**src/rtl/alu_sequencer_if.sv**
```systemverilog
// alu_sequencer_if: instruction handshake, ALU bus and status signals of the ALU sequencer
interface alu_sequencer_if #(parameter int WIDTH = 32);
  logic             INSTR_VALID;
  logic [15:0]      INSTR;
  logic             INSTR_READY;
  logic [WIDTH-1:0] ALU_A;
  logic [WIDTH-1:0] ALU_B;
  logic [2:0]       ALU_OP;
  logic [WIDTH-1:0] ALU_O;
  logic             ALU_OF;
  logic             DONE;
  logic [WIDTH-1:0] RESULT;
  logic             OF_STICKY;
  logic             CLR_OF;
  logic             TRAP;
  logic [2:0]       RD_ADDR;
  logic [WIDTH-1:0] RD_DATA;
  modport slave (
    input  INSTR_VALID, INSTR, ALU_O, ALU_OF, CLR_OF, RD_ADDR,
    output INSTR_READY, ALU_A, ALU_B, ALU_OP, DONE, RESULT, OF_STICKY, TRAP, RD_DATA
  );
  modport master (
    output INSTR_VALID, INSTR, ALU_O, ALU_OF, CLR_OF, RD_ADDR,
    input  INSTR_READY, ALU_A, ALU_B, ALU_OP, DONE, RESULT, OF_STICKY, TRAP, RD_DATA
  );
endinterface

```
**src/rtl/alu_sequencer.sv**
```systemverilog
// alu_sequencer: 4-cycle IDLE/READ/EXEC/WB sequencer over an external ALU with 8x WIDTH register file; ALU_SEQ_TRAP_EN enables overflow trap
module alu_sequencer #(
  parameter int WIDTH = 32
) (
  input  logic CLK,
  input  logic RSTN,
  alu_sequencer_if.slave bus
);
  typedef enum logic [1:0] {IDLE, READ, EXEC, WB} state_t;
  state_t           state_q, state_d;
  logic [15:4]      instr_q;
  logic [WIDTH-1:0] rf_q [8];
  logic [WIDTH-1:0] a_q, b_q, res_q, result_q;
  logic [2:0]       op_q;
  logic             ovf_q, done_q, of_q, trap_q;
  logic             hs, wb, wr_en;
  // Next state: IDLE waits for a handshake, the other states last one cycle each
  always_comb begin
    state_d = state_q;
    hs      = state_q == IDLE && bus.INSTR_VALID;
    wb      = state_q == WB;
    state_d = state_q == IDLE ? (bus.INSTR_VALID ? READ : IDLE) :
              state_q == READ ? EXEC :
              state_q == EXEC ? WB : IDLE;
  end
  // State register
  always_ff @(posedge CLK or negedge RSTN) begin
    if (!RSTN) state_q <= IDLE;
    else state_q <= state_d;
  end
  // Datapath: latch instruction, read operands, capture ALU, write back
  always_ff @(posedge CLK or negedge RSTN) begin
    if (!RSTN) begin
      instr_q  <= '0;
      a_q      <= '0;
      b_q      <= '0;
      op_q     <= '0;
      res_q    <= '0;
      ovf_q    <= 1'b0;
      result_q <= '0;
      done_q   <= 1'b0;
      of_q     <= 1'b0;
      for (int i = 0; i < 8; i++) rf_q[i] <= '0;
    end else begin
      done_q <= wb;
      of_q   <= (wb && ovf_q) || (of_q && !bus.CLR_OF);
      if (hs) instr_q <= bus.INSTR[15:4];
      if (state_q == READ) begin
        a_q  <= rf_q[instr_q[9:7]];
        b_q  <= rf_q[instr_q[6:4]];
        op_q <= instr_q[15:13];
      end
      if (state_q == EXEC) begin
        res_q <= bus.ALU_O;
        ovf_q <= bus.ALU_OF;
      end
      if (wb) result_q <= res_q;
      if (wb && wr_en) rf_q[instr_q[12:10]] <= res_q;
    end
  end
`ifdef ALU_SEQ_TRAP_EN
  assign wr_en = instr_q[12:10] != 3'd0 && !ovf_q;
  // Trap flag: set by an overflowing writeback, cleared by the next handshake
  always_ff @(posedge CLK or negedge RSTN) begin
    if (!RSTN) trap_q <= 1'b0;
    else trap_q <= hs ? 1'b0 : (wb && ovf_q) ? 1'b1 : trap_q;
  end
`else
  assign wr_en  = instr_q[12:10] != 3'd0;
  assign trap_q = 1'b0;
`endif
  assign bus.INSTR_READY = state_q == IDLE;
  assign bus.ALU_A       = a_q;
  assign bus.ALU_B       = b_q;
  assign bus.ALU_OP      = op_q;
  assign bus.DONE        = done_q;
  assign bus.RESULT      = result_q;
  assign bus.OF_STICKY   = of_q;
  assign bus.TRAP        = trap_q;
  assign bus.RD_DATA     = rf_q[bus.RD_ADDR];
endmodule

```
**src/flat_wrapper.sv**
```systemverilog
// flat-port wrapper written by rule: the top's interface ports become plain ports
module alu_sequencer_flat 
#(
  parameter int WIDTH = 32
)
  (CLK, RSTN, bus_INSTR_VALID, bus_INSTR, bus_ALU_O, bus_ALU_OF, bus_CLR_OF, bus_RD_ADDR, bus_INSTR_READY, bus_ALU_A, bus_ALU_B, bus_ALU_OP, bus_DONE, bus_RESULT, bus_OF_STICKY, bus_TRAP, bus_RD_DATA);
  alu_sequencer_if #(.WIDTH(WIDTH)) bus_i ();
  input  logic CLK;
  input  logic RSTN;
  input wire logic [$bits(bus_i.INSTR_VALID)-1:0] bus_INSTR_VALID;
  input wire logic [$bits(bus_i.INSTR)-1:0] bus_INSTR;
  input wire logic [$bits(bus_i.ALU_O)-1:0] bus_ALU_O;
  input wire logic [$bits(bus_i.ALU_OF)-1:0] bus_ALU_OF;
  input wire logic [$bits(bus_i.CLR_OF)-1:0] bus_CLR_OF;
  input wire logic [$bits(bus_i.RD_ADDR)-1:0] bus_RD_ADDR;
  output wire logic [$bits(bus_i.INSTR_READY)-1:0] bus_INSTR_READY;
  output wire logic [$bits(bus_i.ALU_A)-1:0] bus_ALU_A;
  output wire logic [$bits(bus_i.ALU_B)-1:0] bus_ALU_B;
  output wire logic [$bits(bus_i.ALU_OP)-1:0] bus_ALU_OP;
  output wire logic [$bits(bus_i.DONE)-1:0] bus_DONE;
  output wire logic [$bits(bus_i.RESULT)-1:0] bus_RESULT;
  output wire logic [$bits(bus_i.OF_STICKY)-1:0] bus_OF_STICKY;
  output wire logic [$bits(bus_i.TRAP)-1:0] bus_TRAP;
  output wire logic [$bits(bus_i.RD_DATA)-1:0] bus_RD_DATA;
  assign bus_i.INSTR_VALID = bus_INSTR_VALID;
  assign bus_i.INSTR = bus_INSTR;
  assign bus_i.ALU_O = bus_ALU_O;
  assign bus_i.ALU_OF = bus_ALU_OF;
  assign bus_i.CLR_OF = bus_CLR_OF;
  assign bus_i.RD_ADDR = bus_RD_ADDR;
  assign bus_INSTR_READY = bus_i.INSTR_READY;
  assign bus_ALU_A = bus_i.ALU_A;
  assign bus_ALU_B = bus_i.ALU_B;
  assign bus_ALU_OP = bus_i.ALU_OP;
  assign bus_DONE = bus_i.DONE;
  assign bus_RESULT = bus_i.RESULT;
  assign bus_OF_STICKY = bus_i.OF_STICKY;
  assign bus_TRAP = bus_i.TRAP;
  assign bus_RD_DATA = bus_i.RD_DATA;
  alu_sequencer #(.WIDTH(WIDTH)) u_core (.CLK(CLK), .RSTN(RSTN), .bus(bus_i));
endmodule
```
**config.mk**
```make
export PLATFORM = sky130hd
export DESIGN_NAME = alu_sequencer_flat
export DESIGN_NICKNAME = d
export VERILOG_FILES = /design/src/rtl/alu_sequencer_if.sv /design/src/rtl/alu_sequencer.sv /design/src/flat_wrapper.sv
export SDC_FILE = /design/constraint.sdc
export NUM_CORES = 1
export LEC_CHECK = 0
export CAP_MARGIN = 20
export CORE_AREA = 2 2 210 212
export CTS_CLUSTER_SIZE = 28
export DETAILED_ROUTE_END_ITERATION = 8
export DIE_AREA = 0 0 212 214
export PLACE_DENSITY = 0.74
export SYNTH_ARGS = -nofsm -noshare
export SYNTH_HDL_FRONTEND = slang
export SYNTH_SLANG_ARGS = --single-unit
```
**constraint.sdc**
```tcl
create_clock -name CLK -period 2.5 [get_ports CLK]
set_input_delay 0.5 -clock CLK [delete_from_list [all_inputs] [get_ports CLK]]
set_output_delay 0.5 -clock CLK [all_outputs]
set_load 0.01 [all_outputs]
```
==> impl_metrics.py <==
metrics = {
    "outcome": {
        "outcome": "finished clean",
    },
    "sta": {
        "rsz0062_at_grt": "false",
        "finalCriticalPeriod_ps": 2460,
        "fmax_mhz": 407,
        "min_period_over_period_pct": 98.3,
        "setup_tns_ps": 0,
        "drv_slew": 0,
        "worst_pin_slew_ps": 643,
        "setup_viol": 0,
        "skew_ps": 17.8,
        "hold_viol_final": 0,
        "slew_headroom_pct": 57.1,
    },
    "cells_and_area": {
        "layout-drive-gt1-share_pct": 37.9,
        "final_common_cell": "dfrtp_1",
        "fin_area_um2": 26800,
        "final_cell_mix": "398 x dfrtp_1, 316 x mux2_2, 223 x buf_4, 192 x mux2i_1, 149 x clkdlybuf4s50_1",
        "syn_to_final_growth_pct": 25.6,
        "nets": 1955,
        "diodes": 0,
    },
    "grt": {
        "grt_max_degree": 66,
        "grt_pass1_vias": 16300,
        "overflow": 0,
        "grt_first_pass_wirelength_mm": 98.0,
        "gr-usage-all-layers_pct": 28.2,
        "antenna_found_initial": 0,
    },
    "floorplanning": {
        "die-area_um2": 45400,
        "die_y_um": 214,
        "ios": 191,
        "fp.dieW_um": 212,
        "start_util_pct": 49.8,
        "core_area_um2": 42900,
        "num_rows": 76,
    },
    "placed_design": {
        "place_congestion": 0.852,
        "dp_hpwl_mm": 37.6,
        "place_area_um2": 24100,
        "port_buffers": 185,
    },
    "drt": {
        "viasPerCell": 6.17,
        "dr.pass1.iters": 7,
        "wl_per_cell_um": 25.2,
        "finalWirelength_mm": 63.3,
        "drc": 0,
        "ant_nets": 0,
        "drt_iter0_markers": 1219,
        "vias": 15500,
    },
    "clock_network": {
        "clk_pin_slew_ps": 60,
        "clk_latency_ps": 580,
        "numClockSinks": 404,
        "cts_buffer_depth": 3,
        "htreeDepth": 2,
        "root_buffer": "clkbuf_16",
        "numCtsBuffers": 46,
        "tritoncts": "built",
    },
    "job": {
        "maxCapViolCount": 0,
    },
    "synthesis": {
        "syn_nets": 1641,
        "yosysWarnings": 0,
        "async_flop_share_pct": 100,
        "syn_area_um2": 21300,
        "postSynthAreaPerCell_um2": 13.5,
        "netlist-cell-type-count": 27,
        "synth_enable_flop_cells": 0,
        "synth_seq_area_share_pct": 47.4,
        "ys.flop_type": "dfrtp_1",
        "ys_seq_elements": 404,
        "netlist_instances": 1580,
    },
    "pwr": {
        "worst_ir_drop_vdd_mv": 0.808,
        "static-leakage-power_nw": 12.6,
        "power.density_nw_per_um2": 1390,
        "power.total_w": 0.0373,
    },
    "setup_path": {
        "start_kind": "flop",
        "endpoint_kind": "output port",
        "critPathRequiredTime_ps": 2000,
        "crit_arrival_ps": 1960,
        "worstSetupPathType": "reg2out",
        "worstPathMaxFanout": 2,
    },
    "min_path": {
        "min_path_type": "reg2reg",
    },
}
per-stage QoR:
stage | setup WS [ps] | utilization, % | instances | hold WS [ps]
5_1_grt | 1.68 | 62.5 | 2516 | 438
3_3_place_gp | -327 | 56.2 | 2256 | 399
6_report | 42.7 | 62.5 | 2516 | 420
4_1_cts | 0.210 | 62.5 | 2506 | 425
3_5_place_dp | -340 | 56.2 | 2256 | 407
2_1_floorplan | 389 | - | 1580 | 204
report_power, final:
group          switching (W)  internal (W)
Combinational        0.00806       0.00987
Sequential           0.00317       0.00944
Clock                0.00278       0.00395
Yosys cell counts (8+ instances only):
cell type,instances,area share [%]
nor2b_1,130,3.8
nand3_1,64,1.5
mux4_1,64,7.9
a41o_1,64,3.0
mux2_2,329,17
buf_2,61,1.4
a22oi_1,64,2.3
buf_4,18,0.63
a211o_1,64,2.6
dfrtp_1,404,47
clkbuf_1,75,1.3
mux2i_1,192,9.0
buf_1,8,0.14
final timing paths:
path                              startpoint          endpoint  slack [ps]  cells past startpoint
min                         u_core.rf_q[244]  u_core.rf_q[244]         420                      0
max in group asynchronous               RSTN  u_core.rf_q[133]        1260                      4
min reg2reg                 u_core.rf_q[244]  u_core.rf_q[244]         420                      0
max                         u_core.rf_q[157]   bus_RD_DATA[29]          40                      3
min in group asynchronous               RSTN      u_core.ovf_q         440                      2
max reg2reg                u_core.state_q[0]  u_core.rf_q[144]         530                      5
critical path, cell delays in order, from the launching register on:
cell             delay [ps]
dfrtp_1                 380
mux4_2                  480
mux2_2                  300
clkdlybuf4s15_2         230
sequential cells by signal, summed over array words and instances (netlist names), 2 cells and up:
name and cells:
u_core.bus.ALU_A 32, u_core.bus.ALU_B 32, u_core.bus.ALU_OP 3, u_core.bus.RESULT 32, u_core.instr_q 12, u_core.res_q 32
u_core.rf_q 256, u_core.state_q 2
routing by layer:
layer	routed length (µm)	global-route usage [%]	vias to the layer above
li1	-	-	6623
met1	26600	38.5	7994
met2	29600	44.1	739
met3	5100	6.45	156
met4	1970	10.3	0
met5	0	0	-
area by class of cell:
type,count,area (µm²)
Clock inverter,22,203
Timing Repair Buffer,438,4000
Fill cell,3261,16100
Multi-Input combinational cell,1000,10400
Sequential cell,404,10100
Inverter,4,15.0
Clock buffer,63,1300
Tap cell,585,732
what timing repair did:
| item | CTS | global route |
|---|---|---|
| gates cloned | 3 | 0 |
| buffers inserted | 161 | 10 |
| gates resized for setup | 147 | 14 |
| hold buffers | 1 | 0 |
| endpoints found under the hold margin | 42 | 0 |
| setup endpoints to repair | 32 | 12 |
logic make-up after synthesis:
family	synth area share (%)
fa+ha+maj	0.293
flops	47.4
mux	34.6
compound gates	7.93
buf+inv	4.03
other cells	0.0176
simple gates	5.75
(Power assumes the default switching activity.)
